==> src/rtl/d2d_pkg.sv <==
// Shared types for the die-to-die TX scheduler: index type, FSM states and link sideband.
package d2d_pkg;

    localparam int DEF_CHANNELS = 2;
    localparam int DEF_FLIT_W   = 64;
    localparam int DEF_CREDITS  = 4;
    localparam int CH_IDX_MAX_W = 8;

    typedef logic [CH_IDX_MAX_W-1:0] ch_idx_t;

    typedef enum logic {IDLE, LOCKED} sched_state_t;

    typedef struct packed {
        logic    head;
        logic    tail;
        ch_idx_t ch;
    } flit_sb_t;

endpackage

==> src/rtl/d2d_credit_counter.sv <==
// Far-side credit tracker for one channel: -1 per sent flit, +1 per returned credit, saturates at full.
module d2d_credit_counter
    import d2d_pkg::*;
#(
    parameter int CREDITS = DEF_CREDITS
) (
    input  logic clk,
    input  logic rstn,
    input  logic inc,
    input  logic dec,
    output logic has_credit
);

    localparam int CNT_W = $clog2(CREDITS + 1);
    localparam logic [CNT_W-1:0] FULL = CNT_W'(CREDITS);

    logic [CNT_W-1:0] credits;

    always_ff @(posedge clk or negedge rstn) begin
        if (!rstn) begin
            credits <= FULL;
        end else if (inc && !dec && credits != FULL) begin
            credits <= credits + 1'b1;
        end else if (dec && !inc) begin
            credits <= credits - 1'b1;
        end
    end

    assign has_credit = (credits != '0);

`ifndef SYNTHESIS
    a_no_overflow_ret: assert property (@(posedge clk) disable iff (!rstn)
        !(inc && !dec && credits == FULL));
    a_in_range: assert property (@(posedge clk) disable iff (!rstn) credits <= FULL);
    a_no_underflow: assert property (@(posedge clk) disable iff (!rstn)
        !(dec && credits == '0));
`endif

endmodule

==> src/rtl/d2d_tx_scheduler.sv <==
// Round-robin wormhole scheduler sharing one D2D TX link between plane channels.
// Optional per-channel sent-flit counters when D2D_SCHED_STATS_EN is defined.
module d2d_tx_scheduler
    import d2d_pkg::*;
#(
    parameter int CHANNELS = DEF_CHANNELS,
    parameter int FLIT_W   = DEF_FLIT_W,
    parameter int CREDITS  = DEF_CREDITS
) (
    input  logic                         clk,
    input  logic                         rstn,
    input  logic [CHANNELS-1:0]          in_valid,
    input  logic [CHANNELS*FLIT_W-1:0]   in_flit,
    input  logic [CHANNELS-1:0]          in_head,
    input  logic [CHANNELS-1:0]          in_tail,
    output logic [CHANNELS-1:0]          in_ready,
    input  logic [CHANNELS-1:0]          credit_ret,
    output logic                         link_valid,
    output logic [FLIT_W-1:0]            link_flit,
    output logic [$clog2(CHANNELS)-1:0]  link_ch,
    output logic                         link_tail,
    input  logic                         link_ready,
    output logic [CHANNELS*32-1:0]       stats_flits
);

    localparam int CH_W = $clog2(CHANNELS);

    logic [CHANNELS-1:0][FLIT_W-1:0] flit_arr;
    logic [CHANNELS-1:0]             has_credit;
    logic [CHANNELS-1:0]             elig;
    logic [CHANNELS-1:0]             grant;
    sched_state_t                    state, state_nxt;
    logic [CH_W-1:0]                 lock_ch, ptr, xfer_ch;
    logic                            out_free, xfer;
    flit_sb_t                        link_sb;

    assign flit_arr = in_flit;

    d2d_credit_counter #(.CREDITS(CREDITS)) u_cc [CHANNELS-1:0] (
        .clk        (clk),
        .rstn       (rstn),
        .inc        (credit_ret),
        .dec        (in_ready),
        .has_credit (has_credit)
    );

    assign elig     = in_valid & has_credit;
    assign out_free = !link_valid || link_ready;
    // rstn gate keeps in_ready low while reset is asserted, regardless of inputs
    assign in_ready = grant & {CHANNELS{out_free & rstn}};
    assign xfer     = |in_ready;

    always_comb begin : arb
        int   j;
        logic found;
        grant = '0;
        found = 1'b0;
        j     = 0;
        if (state == IDLE) begin
            for (int k = 0; k < CHANNELS; k++) begin
                j = int'(ptr) + k;
                if (j >= CHANNELS) j = j - CHANNELS;
                if (!found && elig[j] && in_head[j]) begin
                    grant[j] = 1'b1;
                    found    = 1'b1;
                end
            end
        end else begin
            grant[lock_ch] = elig[lock_ch];
        end
    end

    always_comb begin
        xfer_ch = '0;
        for (int i = 0; i < CHANNELS; i++) begin
            if (in_ready[i]) xfer_ch = CH_W'(i);
        end
    end

    always_comb begin
        state_nxt = state;
        case (state)
            IDLE:    if (xfer && !in_tail[xfer_ch]) state_nxt = LOCKED;
            LOCKED:  if (xfer && in_tail[xfer_ch])  state_nxt = IDLE;
            default: state_nxt = IDLE;
        endcase
    end

    always_ff @(posedge clk or negedge rstn) begin
        if (!rstn) begin
            state   <= IDLE;
            lock_ch <= '0;
            ptr     <= '0;
        end else begin
            state <= state_nxt;
            if (xfer && state == IDLE) lock_ch <= xfer_ch;
            // finished packet's channel drops to lowest priority
            if (xfer && in_tail[xfer_ch])
                ptr <= (xfer_ch == CH_W'(CHANNELS - 1)) ? '0 : xfer_ch + 1'b1;
        end
    end

    always_ff @(posedge clk or negedge rstn) begin
        if (!rstn) begin
            link_valid <= 1'b0;
            link_flit  <= '0;
            link_sb    <= '0;
        end else if (xfer) begin
            link_valid <= 1'b1;
            link_flit  <= flit_arr[xfer_ch];
            link_sb    <= '{head: in_head[xfer_ch], tail: in_tail[xfer_ch], ch: ch_idx_t'(xfer_ch)};
        end else if (link_ready) begin
            link_valid <= 1'b0;
        end
    end

    assign link_ch   = link_sb.ch[CH_W-1:0];
    assign link_tail = link_sb.tail;

`ifdef D2D_SCHED_STATS_EN
    logic [CHANNELS-1:0][31:0] stats_q;

    for (genvar g = 0; g < CHANNELS; g++) begin : g_stats
        always_ff @(posedge clk or negedge rstn) begin
            if (!rstn)            stats_q[g] <= '0;
            else if (in_ready[g]) stats_q[g] <= stats_q[g] + 32'd1;
        end
    end

    assign stats_flits = stats_q;
`else
    assign stats_flits = '0;
`endif

`ifndef SYNTHESIS
    a_onehot_ready: assert property (@(posedge clk) disable iff (!rstn) $onehot0(in_ready));
    a_credit_on_xfer: assert property (@(posedge clk) disable iff (!rstn)
        (in_ready & ~has_credit) == '0);
    a_head_at_idle: assert property (@(posedge clk) disable iff (!rstn)
        state == IDLE |-> (in_valid & ~in_head) == '0);
    a_link_ch_range: assert property (@(posedge clk) disable iff (!rstn)
        link_valid |-> link_sb.ch < ch_idx_t'(CHANNELS));
    a_link_lock: assert property (@(posedge clk) disable iff (!rstn)
        (link_valid && link_sb.head && !link_sb.tail) |-> (state == LOCKED && lock_ch == link_ch));
`endif

endmodule
==> config.mk <==
export PLATFORM = sky130hd
export DESIGN_NAME = d2d_tx_scheduler
export DESIGN_NICKNAME = d
export VERILOG_FILES = /design/src/rtl/d2d_pkg.sv /design/src/rtl/d2d_credit_counter.sv /design/src/rtl/d2d_tx_scheduler.sv
export SDC_FILE = /design/constraint.sdc
export NUM_CORES = 1
export LEC_CHECK = 0
export CAP_MARGIN = 15
export CORE_MARGIN = 5
export CORE_UTILIZATION = 37
export DETAILED_ROUTE_END_ITERATION = 10
export GPL_TIMING_DRIVEN = 0
export PLACE_DENSITY_LB_ADDON = 0.1
export SYNTH_ARGS = -nofsm -noshare
export SYNTH_HDL_FRONTEND = slang
export SYNTH_SLANG_ARGS = --single-unit
==> constraint.sdc <==
create_clock -name clk -period 2.95 [get_ports clk]
set_clock_uncertainty 0.1 [all_clocks]
set_input_delay 0.4425 -clock clk [delete_from_list [all_inputs] [get_ports clk]]
set_output_delay 0.4425 -clock clk [all_outputs]
set_load 0.01 [all_outputs]
==> flow_summary.ini, run 1 <==
[routing]
post_drt_wl_per_cell_um = 15.1
via_per_inst = 4.46
drt_iter0_drc = 134
routed_wl_um = 13000
via_count = 3839
drc = 0
firstDrtPassIters = 4
antenna_left = 0

[setup_path]
cp_cell_sequence = o31a_1 > nand4_1 > nor4b_4 > buf_6 > buf_4 > clkdlybuf4s50_1
cp.arrival_ps = 2280
critPathMaxFanout = 7
crit_required_ps = 2410
cpPeakStageDelay_ps = 520
critical_path_class = reg2out
crit_path_end_kind = primary output
cpMaxStageDelayCell = clkdlybuf4s50_1
startpoint_type = register

[die]
coreArea_um2 = 11400
io_pins = 272
rows = 39
dieArea_um2 = 13700
initial_core_util = 0.374
die_y_um = 117
die_x_um = 117

[synthesis]
synth_flop_cell = dfrtp_1
synth-edff-count = 0
synth.distinct_cells = 44
yosysTopAreaCell = dfrtp_1
syn_inst = 426
ys.warnings.count = 0
synth_area_per_cell_um2 = 9.99
netlist_area_um2 = 4260
ys_top_cells_by_area = dfrtp_1 44%, buf_4 12%, a22oi_1 11%
seq_area_frac_synth = 0.448
synthArstFlopShare = 1.00
yosysTopAreaCellShare = 0.435
synth-seq-cells = 76

[power]
clock_power_share = 0.167
p_leak_nw = 3.27
design_power_total_mw = 5.95
p_int_mw = 3.83
seqPwrFrac = 0.320
vdd_drop_max_v = 0.000373
netSwitchingFraction = 0.356
p_switching_mw = 2.12
pwr-share-comb = 0.513
p_per_area_nw_per_um2 = 839

[clocking]
ctsLongestPathBuffers = 2
cts.sinks = 76
clkSlewWorstSetupHoldPaths_ps = 60
clk_latency_ps = 330
ctsRootBufferMaster = clkbuf_16
ctsHtreeMaxLevel = 3
cts_tree = yes
cts_buffers = 9

[timing]
finalCritPeriodShare = 0.956
slew_headroom = 0.315
rsz0062_at_grt = false
hold_violations = 0
fin_ws_ps = 129
tightest_slew_ps = 1020
fin_crit_ps = 2820
timing.fmax_mhz = 355
drv_slew = 0
finalSetupViolations = 0

[placement]
place_area_um2 = 6740
place.gp.congestion = 0.798
dpl_worst_slack_ps = -462
dp_hpwl_um = 10200
io_buffers = 205

[grt]
grt_use_total = 0.183
grt_pass1_vias = 3869
gr-total-overflow = 0
grt_max_degree = 41
antenna_found_initial = 0
grt_pass1_wl_um = 19500

[cells_and_area]
multiInputGateArea_um2 = 1690
final_area_um2 = 7090
syn_to_final_growth_pct = 66.6
diodes = 0
final_nets = 853
postLayoutCoreUtil = 0.624
fillerInstances = 962
ff_latch_area_um2 = 1900
drive_gt1_frac = 0.218

[run_status]
status = completed

[min_path]
hold_path_class = in2async

[job]
drv_cap = 0
==> worst paths after layout <==
check / cells after the start / slack (ps) / to / startpoint
max: 6 / 130 / in_ready[0] / u_cc[1].credits[0]
min: 1 / 30 / u_cc[0].credits[2] / rstn
max reg2reg: 9 / 220 / u_cc[1].credits[2] / u_cc[0].credits[2]
min reg2reg: 2 / 420 / link_flit[13] / link_flit[13]
max in group asynchronous: 2 / 1280 / link_flit[39] / rstn
min in group clk: 2 / 420 / link_flit[13] / link_flit[13]
==> what timing repair did <==
item / CTS / global route
gates resized for setup: 5 / 7
hold endpoints to repair: 13 / 0
hold buffers: 2 / 0
pin swaps: 1 / 4
buffers inserted: 2 / 3
gates cloned: 0 / 0
endpoints found under the setup margin: 3 / 3
==> flip-flops by register name, indices dropped and copies added, names as in the netlist, named ones only <==
name / flops
link_flit: 64
u_cc.credits: 6
link_ch: 1
link_tail: 1
link_valid: 1
lock_ch: 1
ptr: 1
==> cells in the mapped netlist (all sizes together) (2+ instances only) <==
| library cell | instances |
|---|---|
| buf | 84 |
| dfrtp | 74 |
| inv | 69 |
| o21ai | 69 |
| a22oi | 65 |
| clkbuf | 7 |
| mux2i | 6 |
| mux2 | 4 |
| nand2 | 4 |
| nor2 | 3 |
| nor2b | 3 |
| nor3b | 3 |
| or2 | 3 |
| a211oi | 2 |
| a22o | 2 |
| dfstp | 2 |
| fa | 2 |
| nand2b | 2 |
| nand4 | 2 |
| nor4b | 2 |
| o211ai | 2 |
| o22ai | 2 |
==> metrics by stage <==
step                hold WS (ps)  TNS (ps)  instances
finish                      28.3         0        860
global route                15.7         0        860
floorplan                   46.9         0        489
CTS                         10.4         0        857
detailed placement           350     -1940        838
global placement             408   -311500        837
==> critical path, delay by kind of cell (launching register included) <==
family	cells	cell delay, ps
buffers and inverters	3	800
flip-flops	1	450
AO/OA/AOI/OAI	1	340
AND/OR/NAND/NOR	2	370
==> kinds of logic after synthesis <==
group / synth area share
xor gates and xnor gates: 0.00412
other: 0.000881
DFF: 0.448
adders and majority gates: 0.00941
AOI/OAI and AO/OA: 0.259
buffers and inverters: 0.213
and+or+nand+nor: 0.0409
muxes: 0.0247
==> cell usage in the layout, fill, tap and decap left out, drive strengths merged, types with 3 or more instances in the layout <==
master         synthesis  routed
a22oi                 65      65
nor2                   3       3
nor3b                  3       3
dfrtp                 74      74
or2                    3       3
mux2                   4       4
inv                   69      69
clkbuf                 7      19
nand2                  4       4
buf                   84      91
clkinv                 0       3
conb                   1      64
clkdlybuf4s50          0     203
o21ai                 69      69
mux2i                  6       6
nor2b                  3       3
==> per-layer routing <==
layer | global-route usage | vias to the layer above | wire length (µm)
li1 | - | 1894 | -
met1 | 0.215 | 1743 | 4830
met2 | 0.301 | 192 | 6350
met3 | 0.0751 | 10 | 1650
met4 | 0.0680 | 0 | 155
met5 | 0 | - | 0
==> power by group through the flow <==
| stage | registers (mW) | logic (mW) | clock network [mW] |
|---|---|---|---|
| final | 1.91 | 3.05 | 0.992 |
| after global placement | 1.88 | 2.99 | 0 |
| after detailed placement | 1.90 | 3.04 | 0 |
| after global routing | 1.97 | 3.37 | 1.08 |
| after CTS | 1.90 | 3.08 | 1.03 |
| after floorplan | 2.09 | 1.36 | 0 |
==> final cells by class <==
cell class / instances / area share
timing repair buffer: 213 / 0.300
sequential: 76 / 0.269
clock buffer: 13 / 0.0353
inverter: 69 / 0.0369
multi-input combinational: 253 / 0.239
tap: 143 / 0.0252
clock inverter: 3 / 0.00212
buffer: 90 / 0.0928
Power figures use the tool's default switching activity.
==> run 2: changes to the inputs <==
Settings changed: CORE_ASPECT_RATIO set to 1.2.
==> flow_summary.ini, run 2 (same netlist as run 1, synthesis figures left out) <==
[grt]
gr-total-overflow = 0
antenna_found_initial = 0
grt_max_degree = 44
grt_use_total = 0.182
grt_pass1_wl_um = 19800
grt_pass1_vias = 4004

[routing]
antenna_left = 0
top_layer_used = met4
via_per_inst = 4.44
post_drt_wl_per_cell_um = 14.5
routed_wl_um = 12700
met2_wirelength_um = 6290
m1WireLength_um = 4750
via_count = 3867
firstDrtPassIters = 4
drt_iter0_drc = 90
drc = 0
dr_wl_met3_um = 1440

[cells_and_area]
multiInputGateArea_um2 = 1690
diodes = 0
final_common_cell = clkdlybuf4s50_1
fillerInstances = 985
largest_register_ff_count = 64
reg_top3 = link_flit (64), u_cc.credits (6)
regMostFlops = link_flit
syn_to_final_growth_pct = 66.2
drive_gt1_frac = 0.214
postLayoutCoreUtil = 0.620
layout_common_cells = 204 x clkdlybuf4s50_1, 74 x buf_4, 74 x dfrtp_1
final_nets = 850
ff_latch_area_um2 = 1900

[die]
coreArea_um2 = 11400
die_y_um = 127
rows = 43
die_x_um = 108
initial_core_util = 0.373
io_pins = 272
dieArea_um2 = 13800

[placement]
io_buffers = 205
dpl_worst_slack_ps = -524
place.gp.congestion = 0.805
dp_hpwl_um = 10100

[clocking]
clkSlewWorstSetupHoldPaths_ps = 50
ctsHtreeMaxLevel = 3
clk_latency_ps = 330
ctsRootBufferMaster = clkbuf_16
cts_buffers = 9
cts_tree = yes
ctsLongestPathBuffers = 2
cts.sinks = 76

[power]
design_power_total_mw = 5.90
vdd_drop_max_v = 0.000391
p_leak_nw = 3.24
p_per_area_nw_per_um2 = 834

[run_status]
status = completed

[setup_path]
crit_buf_inv = 2
crit_path_end_kind = register
cpMaxStageDelayCell = clkdlybuf4s50_1
critical_path_class = in2reg
cp_cell_sequence = clkdlybuf4s50_1 > o31ai_4 > nor4b_2 > or2_1 > buf_4 > o311ai_0 > fa_2 > or2_2 > o21a_1 > a22oi_1
cp.arrival_ps = 3020
critPathMaxFanout = 10
startpoint_type = input pin
cpPeakStageDelay_ps = 550
crit_required_ps = 3090
cpLargestDelayFamily = simple AND/OR/NAND/NOR gates

[timing]
drv_slew = 0
fin_crit_ps = 2880
hold_violations = 0
rsz0062_at_grt = true
fin_ws_ps = 69.2
timing.fmax_mhz = 347
finalSetupViolations = 0
finalCritPeriodShare = 0.977

[min_path]
hold_path_class = in2async

[job]
drv_cap = 0
## run 2: worst register-to-register path, stage by stage, from the launching register on
cell and delay (ps):
dfstp_2 560, o31ai_4 100, nor4b_2 300, or2_1 170
buf_4 180, o311ai_0 180, fa_2 410, or2_2 300
o21a_1 180, a22oi_1 180
## run 2: worst paths after layout
kind / depth (start not counted) / from / slack, ps / to
max: 10 / in_valid[0] / 70 / u_cc[1].credits[2]
min: 1 / rstn / 40 / u_cc[0].credits[2]
max reg2reg: 9 / u_cc[0].credits[2] / 200 / u_cc[1].credits[2]
min reg2reg: 2 / link_flit[17] / 420 / link_flit[17]
max in group asynchronous: 2 / rstn / 2470 / link_flit[33]
min in group clk: 2 / link_flit[17] / 420 / link_flit[17]
## run 2: metrics by stage
step	hold slack [ps]	instance area, µm²	instances	setup TNS (ps)
2_1_floorplan	46.9	4490	489	0
3_3_place_gp	407	6740	851	-295280
3_5_place_dp	335	6760	852	-2130
4_1_cts	31.5	7070	871	0
5_1_grt	38.1	7070	871	-29.0
6_report	41.0	7070	871	0
## run 2: what timing repair did
| item | CTS | global route |
|---|---|---|
| gates resized for setup | 5 | 3 |
| pin swaps | 1 | 0 |
| hold buffers | 1 | 0 |
| endpoints found under the hold margin | 31 | 0 |
| endpoints found under the setup margin | 4 | 2 |
| buffers inserted | 3 | 0 |
## run 2: area by class of cell
cell class | instances | share of cell area
Multi-Input combinational cell | 253 | 0.239
Sequential cell | 76 | 0.269
Clock buffer | 13 | 0.0340
Clock inverter | 3 | 0.00212
Timing Repair Buffer | 210 | 0.299
Buffer | 90 | 0.0925
Tap cell | 157 | 0.0278
Inverter | 69 | 0.0370
## run 2: per-layer routing
| metal | up-vias | track usage |
|---|---|---|
| met5 | - | 0 |
| met4 | 0 | 0.0587 |
| met3 | 12 | 0.0692 |
| met2 | 179 | 0.309 |
| met1 | 1789 | 0.213 |
| li1 | 1887 | - |
## run 2: report_power, final
| group | total [mW] | switching (mW) | internal, mW |
|---|---|---|---|
| Combinational | 3.03 | 1.37 | 1.67 |
| Clock | 0.959 | 0.393 | 0.566 |
| Sequential | 1.90 | 0.332 | 1.57 |
==> run 3: changes to the inputs <==
Settings changed: ABC_AREA set to 1, CORE_MARGIN 5 to not set, CORE_UTILIZATION 37 to 36.
==> flow_summary.ini, run 3 <==
[run_status]
status = complete, but fails checks
violations = DRC

[setup_path]
cp.arrival_ps = 2290
critical_path_class = reg2out
cpMaxStageDelayCell = clkdlybuf4s50_1
crit_required_ps = 2410
cpMostUsedCell = nand2_1
startpoint_type = register
crit_path_end_kind = primary output
cp_cell_sequence = nor2_2 > nand2_1 > nand4_1 > nand2_1 > nand2_2 > nand2_4 > inv_4 > buf_12 > buf_4 > clkdlybuf4s50_1
cpPeakStageDelay_ps = 520
critPathMaxFanout = 10

[clocking]
clk_latency_ps = 330
cts_tree = yes
ctsLongestPathBuffers = 2
clkSlewWorstSetupHoldPaths_ps = 60
ctsRootBufferMaster = clkbuf_16
ctsHtreeMaxLevel = 3
cts_buffers = 9
cts.sinks = 76

[synthesis]
synth_area_per_cell_um2 = 7.97
yosysTopAreaCell = dfrtp_1
netlist_area_um2 = 4010
synth.distinct_cells = 25
ys.warnings.count = 0
yosysMostFrequentCell = nand2_1
synth-seq-cells = 76
ys_top_cells_by_area = dfrtp_1 46%, nand2_1 21%, buf_4 13%
synth_flop_cell = dfrtp_1
yosysTopAreaCellShare = 0.462
synth-edff-count = 0
seq_area_frac_synth = 0.475
synth_common_cells = 220 x nand2_1, 74 x dfrtp_1, 74 x nand3_1
syn_inst = 503
synthArstFlopShare = 1.00

[routing]
firstDrtPassIters = 8
drc = 15
routed_wl_um = 12800
via_per_inst = 4.40
via_count = 4092
antenna_left = 0
drt_iter0_drc = 143
post_drt_wl_per_cell_um = 13.8

[timing]
finalSetupTns_ps = 0
fin_crit_ps = 2830
timing.fmax_mhz = 353
finalCritPeriodShare = 0.960
slew_headroom = 0.355
drv_slew = 0
fin_ws_ps = 117
finalSetupViolations = 0
hold_violations = 0
tightest_slew_ps = 964

[placement]
place.gp.congestion = 0.810
io_buffers = 207
dp_hpwl_um = 9710
dpl_worst_slack_ps = -484
place_area_um2 = 6500

[power]
p_per_area_nw_per_um2 = 876
vdd_drop_max_v = 0.000384
p_leak_nw = 3.46

[die]
rows = 41
dieArea_um2 = 11600
initial_core_util = 0.376
die_x_um = 98.3
io_pins = 272
coreArea_um2 = 10700
die_y_um = 118

[cells_and_area]
final_area_um2 = 7000
postLayoutCoreUtil = 0.656
drive_gt1_frac = 0.162
largest_register_ff_count = 64
final_nets = 937
final_common_cell = nand2_1
layout_common_cells = 220 x nand2_1, 206 x clkdlybuf4s50_1, 79 x buf_4
regMostFlops = link_flit
syn_to_final_growth_pct = 74.6
diodes = 0
fillerInstances = 889
reg_top3 = link_flit (64), u_cc.credits (6)

[grt]
antenna_found_initial = 0
grt_use_total = 0.225
gr-total-overflow = 0
grt_pass1_vias = 4092
grt_pass1_wl_um = 20100
grt_max_degree = 35

[job]
drv_cap = 0

[min_path]
hold_path_class = in2async
-- run 3: changes by cell type after synthesis, sizes merged, moves of 3 or more --
cell,before,now
clkbuf,7,1
nand2,4,224
mux2,4,0
or2,3,0
nor3b,3,0
mux2i,6,0
o21ai,69,8
nor2b,3,0
inv,69,18
nand3,1,76
a22oi,65,0
-- run 3: final timing paths --
kind / startpoint / endpoint / slack (ps) / depth (start not counted)
max: u_cc[0].credits[0] / in_ready[1] / 120 / 10
min: rstn / link_flit[1] / 40 / 3
max reg2reg: u_cc[0].credits[2] / u_cc[1].credits[2] / 610 / 14
min reg2reg: link_flit[38] / link_flit[38] / 380 / 2
max in group asynchronous: rstn / link_flit[23] / 1340 / 3
min in group clk: link_flit[38] / link_flit[38] / 380 / 2
-- run 3: cells by family (layout without fill, tap and decap cells) --
logic type | Yosys count | in the layout | share of synthesized area
AND/OR/NAND/NOR | 306 | 306 | 0.320
buffers and inverters | 105 | 340 | 0.175
flip-flops | 76 | 76 | 0.475
AO/OA/AOI/OAI | 12 | 12 | 0.0172
adder cells (fa/ha/maj) | 2 | 2 | 0.00999
other | 1 | 64 | 0.000935
XOR/XNOR | 1 | 1 | 0.00219
-- run 3: repair_timing --
item	in CTS	in global routing
hold endpoints to repair	34	0
hold buffers	4	0
gates resized for setup	6	6
gates cloned	1	0
buffers inserted	1	6
pin swaps	1	3
endpoints found under the setup margin	2	2
-- run 3: where the power goes --
group | total, mW | leakage, nW | internal (mW) | switching, mW
clock | 1.17 | 0.159 | 0.759 | 0.413
sequential | 1.89 | 0.929 | 1.58 | 0.306
combinational | 3.07 | 2.37 | 1.58 | 1.49
total | 6.13 | 3.46 | 3.92 | 2.21
-- run 3: worst max-delay path, delay by kind of cell, from the launching register on --
| family | cells | cell delay, ps |
|---|---|---|
| and+or+nand+nor | 6 | 660 |
| DFF | 1 | 430 |
| buffers and inverters | 4 | 850 |
-- run 3: final cells by class --
class / count / area [µm²] / share of cell area
Inverter: 18 / 75.1 / 0.0107
Multi-Input combinational cell: 385 / 1640 / 0.234
Sequential cell: 76 / 1910 / 0.272
Clock buffer: 11 / 243 / 0.0347
Buffer: 86 / 643 / 0.0919
Clock inverter: 5 / 75.1 / 0.0107
Timing Repair Buffer: 220 / 2250 / 0.322
Tap cell: 129 / 161 / 0.0231
-- run 3: per-layer routing --
layer,GRT usage,vias to the layer above,part of all wire,wire length [µm]
li1,-,2035,-,-
met1,0.230,1830,0.35,4440
met2,0.412,190,0.53,6720
met3,0.0558,37,0.087,1110
met4,0.130,0,0.041,530
met5,0,-,0,0
-- run 3: metrics by stage --
stage	hold slack [ps]	std cells	total power [mW]
floorplan	46.9	566	3.37
global placement	363	902	4.82
detailed placement	347	903	4.90
CTS	41.2	924	6.13
global route	48.4	930	6.57
finish	39.3	930	6.13
